$ cat config.mk
export PLATFORM = sky130hd
export DESIGN_NAME = pipe_control
export DESIGN_NICKNAME = d
export VERILOG_FILES = /design/src/rtl/pipe_control.sv
export SDC_FILE = /design/constraint.sdc
export NUM_CORES = 1
export LEC_CHECK = 0
export CORE_MARGIN = 8
export CORE_UTILIZATION = 35
export CTS_BUF_LIST = sky130_fd_sc_hd__clkbuf_4
export CTS_CLUSTER_SIZE = 30
export DETAILED_ROUTE_END_ITERATION = 10
export DONT_BUFFER_PORTS = 1
export GPL_TIMING_DRIVEN = 0
export REMOVE_ABC_BUFFERS = 1
export SLEW_MARGIN = 10
export SYNTH_ARGS = -nofsm -noshare
export SYNTH_HDL_FRONTEND = slang
export SYNTH_SLANG_ARGS = --single-unit
$ cat constraint.sdc
create_clock -name clk -period 3.1 [get_ports clk]
set_input_delay 0.62 -clock clk [delete_from_list [all_inputs] [get_ports clk]]
set_output_delay 0.62 -clock clk [all_outputs]
set_load 0.01 [all_outputs]
$ cat src/rtl/pipe_control.sv
// pipe_control: instruction decode and EX/MEM/WB control pipeline for a small
// LEGv8-style core. ID-stage branch controls are combinational. EX, MEM and WB
// controls are registered and carry a valid bit per stage. Also holds the NZVC
// flag register and a sticky illegal-instruction flag.
module pipe_control #(
   parameter int unsigned ALUOP_W        = 3,
   parameter bit          FLAG_FWD       = 1'b1,
   parameter bit          NOP_ON_ILLEGAL = 1'b1
) (
   input  logic               clk,
   input  logic               reset,
   input  logic [31:0]        instr,
   input  logic               instr_valid,
   input  logic               stall,
   input  logic               flush,
   input  logic               rd_zero,
   input  logic               alu_zero,
   input  logic               alu_negative,
   input  logic               alu_overflow,
   input  logic               alu_carry,
   output logic               id_Reg2Loc,
   output logic               id_UncondBr,
   output logic               br_taken,
   output logic               ex_ALUSrc,
   output logic               ex_ShiftSel,
   output logic               ex_SetFlags,
   output logic [ALUOP_W-1:0] ex_ALUOp,
   output logic               mem_MemWrite,
   output logic               mem_MemRead,
   output logic               wb_RegWrite,
   output logic               wb_MemToReg,
   output logic [3:0]         flags,
   output logic               illegal
);

   logic [10:0] op;
   logic is_addi, is_adds, is_subs, is_and, is_eor, is_lsr, is_ldur, is_stur;
   logic is_b, is_cbz, is_blt, legal, is_rtype;
   logic dec_alusrc, dec_shiftsel, dec_setflags, dec_memwrite, dec_memread;
   logic dec_regwrite, dec_memtoreg;
   logic [2:0] dec_aluop;
   logic [ALUOP_W-1:0] dec_aluop_ext;
   logic ex_load, flag_n, flag_v;

   logic ex_valid_q, ex_alusrc_q, ex_shiftsel_q, ex_setflags_q;
   logic ex_memwrite_q, ex_memread_q, ex_regwrite_q, ex_memtoreg_q;
   logic [ALUOP_W-1:0] ex_aluop_q;
   logic mem_valid_q, mem_memwrite_q, mem_memread_q, mem_regwrite_q, mem_memtoreg_q;
   logic wb_valid_q, wb_regwrite_q, wb_memtoreg_q;
   logic [3:0] flags_q;
   logic illegal_q;

   // Register/immediate fields are consumed by the datapath, not by control.
   logic unused_instr;
   assign unused_instr = ^instr[20:5];

   // Opcode match and per-instruction control decode; anything unmatched decodes to zeros.
   always_comb begin
      op       = instr[31:21];
      is_addi  = (op[10:1] == 10'b1001000100);
      is_adds  = (op == 11'b10101011000);
      is_subs  = (op == 11'b11101011000);
      is_and   = (op == 11'b10001010000);
      is_eor   = (op == 11'b11001010000);
      is_lsr   = (op == 11'b11010011010);
      is_ldur  = (op == 11'b11111000010);
      is_stur  = (op == 11'b11111000000);
      is_b     = (op[10:5] == 6'b000101);
      is_cbz   = (op[10:3] == 8'b10110100);
      is_blt   = (op[10:3] == 8'b01010100) && (instr[4:0] == 5'b01011);
      legal    = is_addi | is_adds | is_subs | is_and | is_eor | is_lsr | is_ldur | is_stur |
                 is_b | is_cbz | is_blt;
      is_rtype = is_adds | is_subs | is_and | is_eor | is_lsr;

      dec_alusrc   = is_addi | is_ldur | is_stur | is_lsr;
      dec_shiftsel = is_lsr;
      dec_setflags = is_adds | is_subs;
      dec_memwrite = is_stur;
      dec_memread  = is_ldur;
      dec_memtoreg = is_ldur;
      dec_regwrite = is_addi | is_adds | is_subs | is_and | is_eor | is_lsr | is_ldur;
      dec_aluop    = 3'b000;
      if (is_addi | is_adds | is_ldur | is_stur) dec_aluop = 3'b010;
      if (is_subs)                               dec_aluop = 3'b011;
      if (is_and)                                dec_aluop = 3'b100;
      if (is_eor)                                dec_aluop = 3'b110;
      dec_aluop_ext      = '0;
      dec_aluop_ext[2:0] = dec_aluop;
   end

   // Without NOP_ON_ILLEGAL an illegal op still occupies EX, but with all-zero controls.
   assign ex_load = instr_valid & ~stall & ~flush & (legal | ~NOP_ON_ILLEGAL);

   // B.LT condition source: live ALU flags when a flag-setting op sits in EX.
   always_comb begin
      flag_n = flags_q[3];
      flag_v = flags_q[1];
      if (FLAG_FWD && ex_SetFlags) begin
         flag_n = alu_negative;
         flag_v = alu_overflow;
      end
   end

   assign id_Reg2Loc  = instr_valid & is_rtype;
   assign id_UncondBr = instr_valid & is_b;
   assign br_taken    = ~reset & instr_valid & ~stall & ~flush &
                        (is_b | (is_cbz & rd_zero) | (is_blt & (flag_n != flag_v)));

   // Pipeline registers, flag register and sticky illegal flag.
   always_ff @(posedge clk) begin
      if (reset) begin
         ex_valid_q     <= 1'b0;
         ex_alusrc_q    <= 1'b0;
         ex_shiftsel_q  <= 1'b0;
         ex_setflags_q  <= 1'b0;
         ex_aluop_q     <= '0;
         ex_memwrite_q  <= 1'b0;
         ex_memread_q   <= 1'b0;
         ex_regwrite_q  <= 1'b0;
         ex_memtoreg_q  <= 1'b0;
         mem_valid_q    <= 1'b0;
         mem_memwrite_q <= 1'b0;
         mem_memread_q  <= 1'b0;
         mem_regwrite_q <= 1'b0;
         mem_memtoreg_q <= 1'b0;
         wb_valid_q     <= 1'b0;
         wb_regwrite_q  <= 1'b0;
         wb_memtoreg_q  <= 1'b0;
         flags_q        <= 4'b0000;
         illegal_q      <= 1'b0;
      end else begin
         ex_valid_q     <= ex_load;
         ex_alusrc_q    <= ex_load & dec_alusrc;
         ex_shiftsel_q  <= ex_load & dec_shiftsel;
         ex_setflags_q  <= ex_load & dec_setflags;
         ex_aluop_q     <= ex_load ? dec_aluop_ext : '0;
         ex_memwrite_q  <= ex_load & dec_memwrite;
         ex_memread_q   <= ex_load & dec_memread;
         ex_regwrite_q  <= ex_load & dec_regwrite;
         ex_memtoreg_q  <= ex_load & dec_memtoreg;
         mem_valid_q    <= ex_valid_q;
         mem_memwrite_q <= ex_valid_q & ex_memwrite_q;
         mem_memread_q  <= ex_valid_q & ex_memread_q;
         mem_regwrite_q <= ex_valid_q & ex_regwrite_q;
         mem_memtoreg_q <= ex_valid_q & ex_memtoreg_q;
         wb_valid_q     <= mem_valid_q;
         wb_regwrite_q  <= mem_valid_q & mem_regwrite_q;
         wb_memtoreg_q  <= mem_valid_q & mem_memtoreg_q;
         if (ex_SetFlags) begin
            flags_q <= {alu_negative, alu_zero, alu_overflow, alu_carry};
         end
         // A flushed slot never executed, so it cannot raise illegal.
         if (instr_valid & ~flush & ~legal) begin
            illegal_q <= 1'b1;
         end
      end
   end

   assign ex_ALUSrc    = ex_valid_q & ex_alusrc_q;
   assign ex_ShiftSel  = ex_valid_q & ex_shiftsel_q;
   assign ex_SetFlags  = ex_valid_q & ex_setflags_q;
   assign ex_ALUOp     = ex_valid_q ? ex_aluop_q : '0;
   assign mem_MemWrite = mem_valid_q & mem_memwrite_q;
   assign mem_MemRead  = mem_valid_q & mem_memread_q;
   assign wb_RegWrite  = wb_valid_q & wb_regwrite_q;
   assign wb_MemToReg  = wb_valid_q & wb_memtoreg_q;
   assign flags        = flags_q;
   assign illegal      = illegal_q;

endmodule

Yosys cells after proc, flatten, opt, wreduce, memory -nomap -nowiden
Cells that the tools add are included.

Bitwise gates (word level): 56. Equal/unequal tests: 13. Multiplexer cells: 7. Reduce and logical (&&, ||, !) cells: 3.

Operators by type and width (count): equality test 11 bit (second input constant) (7); bitwise AND 1 bit (30); OR 1 bit (21); equality test 10 bit (second input constant) (1); 2-to-1 mux 3 bit (3); equality test 8 x 7 -> 1 bit (second input constant) (1); equality test 8 bit (second input constant) (1); equality test 6 x 3 -> 1 bit (second input constant) (1); equality test 5 x 4 -> 1 bit (second input constant) (1); NOT 1 bit (5); 2-to-1 mux 2 bit (2); OR reduction 4 bit (1); 2-to-1 mux 1 bit (2); OR reduction 2 bit (1); logical AND 1 bit (1); != test 1 bit (1).

Input port bits: 42. Word-level logic and storage cells: 97. Register bits: 22.

Depth between registers and ports, before layout
Gate-level depths: netlist of run 1.

Depth after elaboration: 14. Mapped depth: 5. Gate-level depth less buffers: 4.

Worst setup path before layout of run 1
No wires, ideal clock.

Kind: in2out. Start: in instr[26]. End: out id_Reg2Loc. Data arrival time: 1841 ps. Stages: 4. Buffers on the path: 0. Path slack: 639 ps. Data required time: 2480 ps. Cells stage by stage: or3b_1 or4_4 o21a_4 nor2b_1.

Longest elaborated chain between the ends: 6. Elaborated cells between the ends (all ways): 10.

Ends and longest elaborated chain: start, declared (RTL line 12) `input logic [31:0] instr,`; equality test 11 bit, on equally long branches (RTL line 61, 62); OR 1 bit (3 in series) (RTL line 73) `is_rtype = is_adds | is_subs | is_and | is_eor | is_lsr;`; OR 1 bit * (RTL line 73); bitwise AND 1 bit * (RTL line 104) `assign id_Reg2Loc = instr_valid & is_rtype;`; end, declared (RTL line 21) `output logic id_Reg2Loc,`.

Mark *: on every way between the ends. The rest lies on a longest branch, timed or not.

Worst setup path after layout of run 1
Same ends and word-level chain as after synthesis.

==> results of run 1 <==
-- power groups by stage --
| stage | sequential [mW] | clock [mW] | combinational, mW |
|---|---|---|---|
| 3_5_place_dp | 0.292 | 0 | 0.0212 |
| 3_3_place_gp | 0.292 | 0 | 0.0206 |
| 2_1_floorplan | 0.291 | 0 | 0.0187 |
| 5_1_grt | 0.285 | 0.140 | 0.0236 |
| 6_report | 0.285 | 0.122 | 0.0214 |
| 4_1_cts | 0.285 | 0.129 | 0.0213 |
-- layer usage --
metal	wire length, um	global-route usage
met1	909	0.0912
met2	1100	0.151
met3	224	0.0395
met4	27	0.0402
met5	0	0
-- area by class of cell --
type	count	area, um2
inverters	2	7.51
well taps	31	38.8
flip-flops and latches	22	440
clock buffers	3	22.5
multi-input cells	88	558
clock inverters	1	3.75
fillers	291	1690
-- how the worst min path moves through the flow --
stage | endpoint | slack [ps] | cells after the start
2_1_floorplan | mem_memtoreg_q | 410 | 1
3_5_place_dp | mem_memwrite_q | 420 | 1
3_3_place_gp | mem_regwrite_q | 410 | 1
4_1_cts | flags[2] | 370 | 1
6_report | flags[2] | 380 | 1
5_1_grt | flags[2] | 350 | 1
-- critical path, stage by stage --
cell,delay (ps)
or3b_1,400
or4_4,520
o21a_4,150
nor2b_1,230
-- logic make-up (layout without fill, tap and decap cells) --
family,count (synthesis),after routing,synth area share
AO/OA/AOI/OAI,15,15,0.0956
XOR/XNOR,2,2,0.0172
buffers and inverters,4,6,0.0221
flip-flops,22,22,0.431
multiplexers,1,1,0.00980
AND/OR/NAND/NOR,70,70,0.424
-- cell usage in the layout, fill, tap and decap left out --
master / instances
o31ai_1: 1
nor3_1: 4
o21ai_0: 1
mux2i_1: 1
clkbuf_4: 3
xnor2_1: 2
dfxtp_1: 22
and2_1: 16
nand2b_1: 1
or3b_1: 1
a21o_1: 1
or4_4: 1
nor3b_1: 1
a31oi_1: 2
nand2b_4: 2
nor4_1: 4
or3b_2: 1
or3_1: 1
nor2_1: 5
and3_1: 1
and2b_2: 2
nand4b_1: 3
a21oi_1: 8
nor4b_1: 1
or4b_4: 1
or4_1: 1
nor4bb_1: 1
nand2_1: 17
a41o_1: 1
or2_2: 2
o21a_4: 1
inv_1: 2
nor2b_1: 3
or3_2: 1
clkinv_1: 1
-- metrics by stage --
| step | instance area (um2) | instances |
|---|---|---|
| global route | 1070 | 147 |
| global placement | 1040 | 143 |
| floorplan | 1010 | 112 |
| finish | 1070 | 147 |
| detailed placement | 1040 | 143 |
| CTS | 1070 | 147 |
==> results.json, run 1 <==
{
  "final.setup.worst_slack_ps": 557,
  "drive_gt1_frac": 0.121,
  "clk_pin_slew_ps": 110,
  "setup_viol": 0,
  "combPwrFrac": 0.050,
  "grt-ovfl-total": 0,
  "yosysTopAreaCell": "dfxtp_1",
  "clk_path_buf_depth": 2,
  "grt_first_pass_wirelength_um": 3710,
  "ys_types": 35,
  "crit_start": "instr[26]",
  "clk_latency_ps": 290,
  "tightest_slew_ps": 492,
  "maxSlewViolCount": 0,
  "p_leak_nw": 0.382,
  "status": "completed",
  "synth-seq-area-share": 0.431,
  "ys_ff_latch": 22,
  "dr.first_iter.drc_count": 13,
  "antenna_cells": 0,
  "cts_hold_buf": 0,
  "cts_max_level": 1,
  "grt_pass1_vias": 849,
  "syn_to_final_growth_pct": 4.90,
  "hpwl_um": 1920,
  "die_w_um": 70.0,
  "drc_errors": 0,
  "wl_per_cell_um": 15.4,
  "viasPerCell": 5.30,
  "cts_tree": "built",
  "cp.arrival_ps": 1920,
  "power_frac_clock": 0.285,
  "fin_crit_ps": 2540,
  "p_int_mw": 0.343,
  "drt_first_pass_iters": 4,
  "cap_viol_max_count": 0,
  "hp-class": "in2reg",
  "cts_resized": 0,
  "holdCritStartpoint": "reset",
  "rsz0062_at_grt": "no",
  "crit_path_end_kind": "primary output",
  "synth_edf_count": 0,
  "wl_um": 2260,
  "netlist_area_um2": 1020,
  "fin_worst_skew_ps": 3.31,
  "rows": 19,
  "synth.top_cell.area_share": 0.431,
  "max_freq_ghz": 0.393,
  "synth-warning-count": 0,
  "cts_buffers": 3,
  "r2r.worst_path.cells": 4,
  "grt_max_degree": 13,
  "netlist_top_cells_area": "dfxtp_1 43%, and2_1 9.8%, nand2_1 6.3%, a21oi_1 3.9%, nand2b_4 2.7%",
  "fin_nets": 159,
  "endpoint": "id_Reg2Loc",
  "hold_viol": 0,
  "numPortBuffers": 0,
  "swShare": 0.201,
  "fin_hold_ws_ps": 376,
  "min_period_over_period": 0.820,
  "synth-main-ff-cell": "dfxtp_1",
  "die_area_um2": 4900,
  "grt_use_total": 0.0888,
  "power.switching_mw": 0.0862,
  "antenna_left": 0,
  "startpoint_type": "input pin",
  "r2r_end": "flags[3]",
  "reg2reg_from": "ex_valid_q",
  "antenna_found_initial": 0,
  "ios": 60,
  "place_ws_ps": 563,
  "synth_common_cells": "22 x dfxtp_1, 17 x nand2_1, 16 x and2_1",
  "cts_root_buf": "clkbuf_4",
  "start_util": 0.370,
  "utilization": 0.388,
  "power-per-cell-area_nw_per_um2": 400,
  "worstPathRequired_ps": 2480,
  "ir_worst_vdd_mv": 0.168,
  "critPathMaxFanout": 4,
  "finalSetupTns_ps": 0,
  "die_y_um": 70.0,
  "reg2reg_slack_ps": 2040,
  "yosysMostFrequentCell": "dfxtp_1",
  "cts_setup_buffers": 0,
  "vias": 779,
  "largest_register_ffs": 4,
  "pwr-share-seq": 0.665,
  "synth_area_per_cell_um2": 8.96,
  "place_congestion": 0.755,
  "ys_async_sr_fraction": 0,
  "slew_headroom": 0.667,
  "cts_sinks": 22,
  "worstSetupPathType": "in2out",
  "core_area_um2": 2760,
  "total_power_mw": 0.429,
  "synthCells": 114
}
(Power assumes the default switching activity.)
==> inputs of run 2 (changes only) <==
clock period = 2.4 ns   (was 3.1 ns; I/O delays follow)
==> run 2 against run 1 <==
Net effect:
- sequential power rose by 29%
- critical path depth unchanged
- routed wire length about the same
- critical endpoint unchanged
- highest routed layer unchanged
- global-route usage did not move
- sequential share of layout area down 0.24 points
- critical path type unchanged
- via count rose by 0.13%
- count of clock-buffer cells in the layout unchanged
==> results.json, run 2 (synthesized netlist as in run 1, its figures left out) <==
{
  "cts_sinks": 22,
  "power.switching_mw": 0.111,
  "hp-class": "in2reg",
  "grt-ovfl-total": 0,
  "max_freq_ghz": 0.442,
  "p_leak_nw": 0.383,
  "reg2reg_from": "ex_valid_q",
  "grt_util_met2": 0.151,
  "worstSetupPathType": "in2out",
  "finalNonFillerCells": 147,
  "ios": 60,
  "max_stage_delay_ps": 520,
  "placed_cell_area_um2": 1040,
  "critical-path-slowest-cell": "or4_4",
  "wl_um": 2260,
  "largest_register_ffs": 4,
  "min_path_cells": 1,
  "power-per-cell-area_nw_per_um2": 514,
  "grt_max_degree": 13,
  "core_area_um2": 2760,
  "globalRouteMet1Util": 0.0912,
  "cap_viol_max_count": 0,
  "vias": 780,
  "placed_cells": 143,
  "antenna_left": 0,
  "antenna_found_initial": 0,
  "fin_hold_ws_ps": 236,
  "clk_pin_slew_ps": 110,
  "grt_pass1_vias": 849,
  "ir_worst_vdd_mv": 0.217,
  "clk_path_buf_depth": 2,
  "grt_use_total": 0.0888,
  "pwr-share-seq": 0.665,
  "cts_resized": 0,
  "rows": 19,
  "maxSlewViolCount": 0,
  "status": "completed",
  "antenna_cells": 0,
  "finalSetupTns_ps": 0,
  "power_frac_clock": 0.285,
  "cts_max_level": 1,
  "viasPerCell": 5.31,
  "dr.first_iter.drc_count": 16,
  "place_congestion": 0.755,
  "drive_gt1_frac": 0.129,
  "grt_first_pass_wirelength_um": 3710,
  "grt_most_used_layer": "met2",
  "cts_setup_buffers": 0,
  "worstPathRequired_ps": 1920,
  "combPwrFrac": 0.050,
  "p_int_mw": 0.443,
  "r2r_end": "flags[3]",
  "fin_crit_ps": 2260,
  "setup_viol": 0,
  "start_util": 0.370,
  "fin_nets": 159,
  "hold_end": "flags[2]",
  "startpoint_type": "input pin",
  "holdCritStartpoint": "reset",
  "wl_per_cell_um": 15.4,
  "critPathMaxFanout": 4,
  "reg2reg_slack_ps": 1340,
  "mostFrequentLayoutCells": "22 x dfxtp_1, 17 x nand2_1, 16 x and2_1",
  "crit_path_end_kind": "primary output",
  "cp.arrival_ps": 1780,
  "cts_hold_buf": 0,
  "drc_errors": 0,
  "fillers": 292,
  "r2r.worst_path.cells": 4,
  "hold_viol": 0,
  "fin_worst_skew_ps": 3.26,
  "total_power_mw": 0.554,
  "numPortBuffers": 0,
  "rsz0062_at_grt": "no",
  "syn_to_final_growth_pct": 5.51,
  "cts_root_buf": "clkbuf_4",
  "clk_latency_ps": 290,
  "cts_tree": "built",
  "die_y_um": 70.0,
  "slew_headroom": 0.675,
  "final_cell_area_um2": 1080,
  "layout_commonest_cell": "dfxtp_1",
  "hpwl_um": 1920,
  "place_ws_ps": 143,
  "swShare": 0.201,
  "cts_buffers": 3,
  "tightest_slew_ps": 483,
  "die_w_um": 70.0,
  "utilization": 0.391,
  "drt_first_pass_iters": 4,
  "die_area_um2": 4900,
  "use_met3": 0.0395,
  "path_cells": "or3b_1 -> or4_4 -> o21a_4 -> nor2b_1",
  "min_period_over_period": 0.943,
  "final.setup.worst_slack_ps": 138
}
==> run 2: layout make-up <==
type / count / area [um2] / area share
Multi-Input combinational cell: 88 / 564 / 0.524
Tap cell: 31 / 38.8 / 0.0360
Clock buffer: 3 / 22.5 / 0.0209
Clock inverter: 1 / 3.75 / 0.00348
Inverter: 2 / 7.51 / 0.00697
Sequential cell: 22 / 440 / 0.409
==> run 2: worst max-delay path by stage <==
| stage | to | depth (start not counted) | from | slack, ps |
|---|---|---|---|---|
| after CTS | id_Reg2Loc | 4 | instr[26] | 140 |
| final | id_Reg2Loc | 4 | instr[26] | 140 |
| after detailed placement | id_Reg2Loc | 4 | instr[26] | 140 |
| after global placement | id_Reg2Loc | 4 | instr[26] | 150 |
| after global routing | id_Reg2Loc | 4 | instr[26] | 90 |
| after floorplan | id_Reg2Loc | 4 | instr[26] | 220 |
==> run 2: layer usage <==
metal	wire, um	vias up
met4	27	0
met1	902	345
met3	225	2
met5	0	-
li1	-	401
met2	1110	32
==> run 2: critical path: cells and delay by family <==
family | cells | cell delay, ps
AOI/OAI and AO/OA | 1 | 150
and+or+nand+nor | 3 | 1150
==> run 2: power groups by stage <==
stage	combinational [mW]	sequential, mW	clock [mW]
floorplan	0.0242	0.376	0
global placement	0.0266	0.377	0
detailed placement	0.0274	0.377	0
CTS	0.0275	0.369	0.167
global route	0.0308	0.369	0.181
finish	0.0278	0.368	0.158
==> inputs of run 3 (changes only) <==
GPL_ROUTABILITY_DRIVEN = 0   (was unset)
PLACE_DENSITY = 0.52   (was unset)
==> run 3 against run 2 <==
Net effect:
- sequential cell count stayed put
- largest cell class unchanged
- sequential share of layout area grew 0.38 points
- setup slack worse by 9.8 ps
- critical endpoint unchanged
- combinational power down 1%
- clock power shrank 3%
- routed wire length shrank 2.7%
- hold slack gained 5.5 ps
- die area did not move
- via count fell by 1.3%
- first-iteration DRC count grew 13%
- critical path type unchanged
- clock skew decreased by 2.3 ps
- critical path depth did not move
==> results.json, run 3 (synthesized netlist as in run 1, its figures left out) <==
{
  "status": "completed",
  "clk_path_buf_depth": 2,
  "cts_sinks": 22,
  "core_area_um2": 2760,
  "cts_root_buf": "clkbuf_4",
  "viasPerCell": 5.27,
  "fillers": 277,
  "startpoint_type": "input pin",
  "cts_max_level": 1,
  "slew_headroom": 0.663,
  "largest_register_ffs": 4,
  "wl_per_cell_um": 15.1,
  "cts_setup_buffers": 0,
  "cp.arrival_ps": 1790,
  "crit_path_end_kind": "primary output",
  "clk_latency_ps": 290,
  "cts_tree": "built",
  "syn_to_final_growth_pct": 4.53,
  "ios": 60,
  "utilization": 0.387,
  "tightest_slew_ps": 499,
  "drt_first_pass_iters": 4,
  "fin_nets": 159,
  "grt_pass1_vias": 814,
  "hpwl_um": 1830,
  "grt-ovfl-total": 0,
  "grt_use_total": 0.0868,
  "die_y_um": 70.0,
  "reg2reg_slack_ps": 1290,
  "layout_commonest_cell": "dfxtp_1",
  "hold_viol": 0,
  "setup_viol": 0,
  "placed_cells": 143,
  "worstPathRequired_ps": 1920,
  "clk_pin_slew_ps": 100,
  "fin_worst_skew_ps": 0.920,
  "cts_resized": 0,
  "ir_worst_vdd_mv": 0.250,
  "drive_gt1_frac": 0.122,
  "antenna_left": 0,
  "wl_um": 2200,
  "worstSetupPathType": "in2out",
  "finalNonFillerCells": 146,
  "mostFrequentLayoutCells": "22 x dfxtp_1, 17 x nand2_1, 16 x and2_1",
  "rsz0062_at_grt": "no",
  "hp-class": "in2reg",
  "finalSetupTns_ps": 0,
  "rows": 19,
  "min_period_over_period": 0.947,
  "grt_max_degree": 12,
  "start_util": 0.370,
  "power-per-cell-area_nw_per_um2": 514,
  "p_leak_nw": 0.380,
  "numPortBuffers": 0,
  "drc_errors": 0,
  "fin_crit_ps": 2270,
  "max_freq_ghz": 0.440,
  "antenna_found_initial": 0,
  "cap_viol_max_count": 0,
  "cts_buffers": 3,
  "critPathMaxFanout": 4,
  "die_w_um": 70.0,
  "cts_hold_buf": 0,
  "dr.first_iter.drc_count": 18,
  "grt_first_pass_wirelength_um": 3620,
  "vias": 770,
  "die_area_um2": 4900,
  "antenna_cells": 0,
  "maxSlewViolCount": 0
}
run 3: per-stage QoR:
stage / power, mW / setup WS (ps) / hold slack (ps) / cell area [um2]
global route: 0.574 / 51.3 / 216 / 1070
floorplan: 0.400 / 219 / 406 / 1010
CTS: 0.560 / 125 / 225 / 1070
detailed placement: 0.404 / 125 / 412 / 1040
global placement: 0.403 / 139 / 408 / 1040
finish: 0.549 / 128 / 242 / 1070
run 3: per-layer routing:
layer | routed length, um | part of all wire | track usage | up-vias
met5 | 0 | 0 | 0 | -
met4 | 27 | 0.012 | 0.0469 | 0
met3 | 284 | 0.13 | 0.0424 | 2
met2 | 979 | 0.45 | 0.135 | 34
met1 | 909 | 0.41 | 0.0947 | 333
li1 | - | - | - | 401
run 3: power breakdown:
group	leakage, nW	internal [mW]	total [mW]	switching, mW
clock	0.0138	0.0583	0.153	0.0947
combinational	0.189	0.0156	0.0274	0.0118
sequential	0.177	0.366	0.368	0.00184
total	0.380	0.440	0.549	0.108
run 3: worst paths after layout:
path | start | endpoint | depth (start not counted)
max | instr[26] | id_Reg2Loc | 4
min | reset | flags[2] | 1
max reg2reg | ex_valid_q | flags[3] | 4
min reg2reg | ex_regwrite_q | mem_regwrite_q | 1
run 3: layout make-up:
cell class | instances | area [um2] | share of cell area
multi-input cells | 88 | 558 | 0.523
flip-flops and latches | 22 | 440 | 0.413
well taps | 31 | 38.8 | 0.0363
clock buffers | 3 | 22.5 | 0.0211
inverters | 2 | 7.51 | 0.00703
run 3: worst max-delay path: stages:
cell and delay, ps:
or3b_1 400, or4_4 530, o21a_4 160, nor2b_1 230
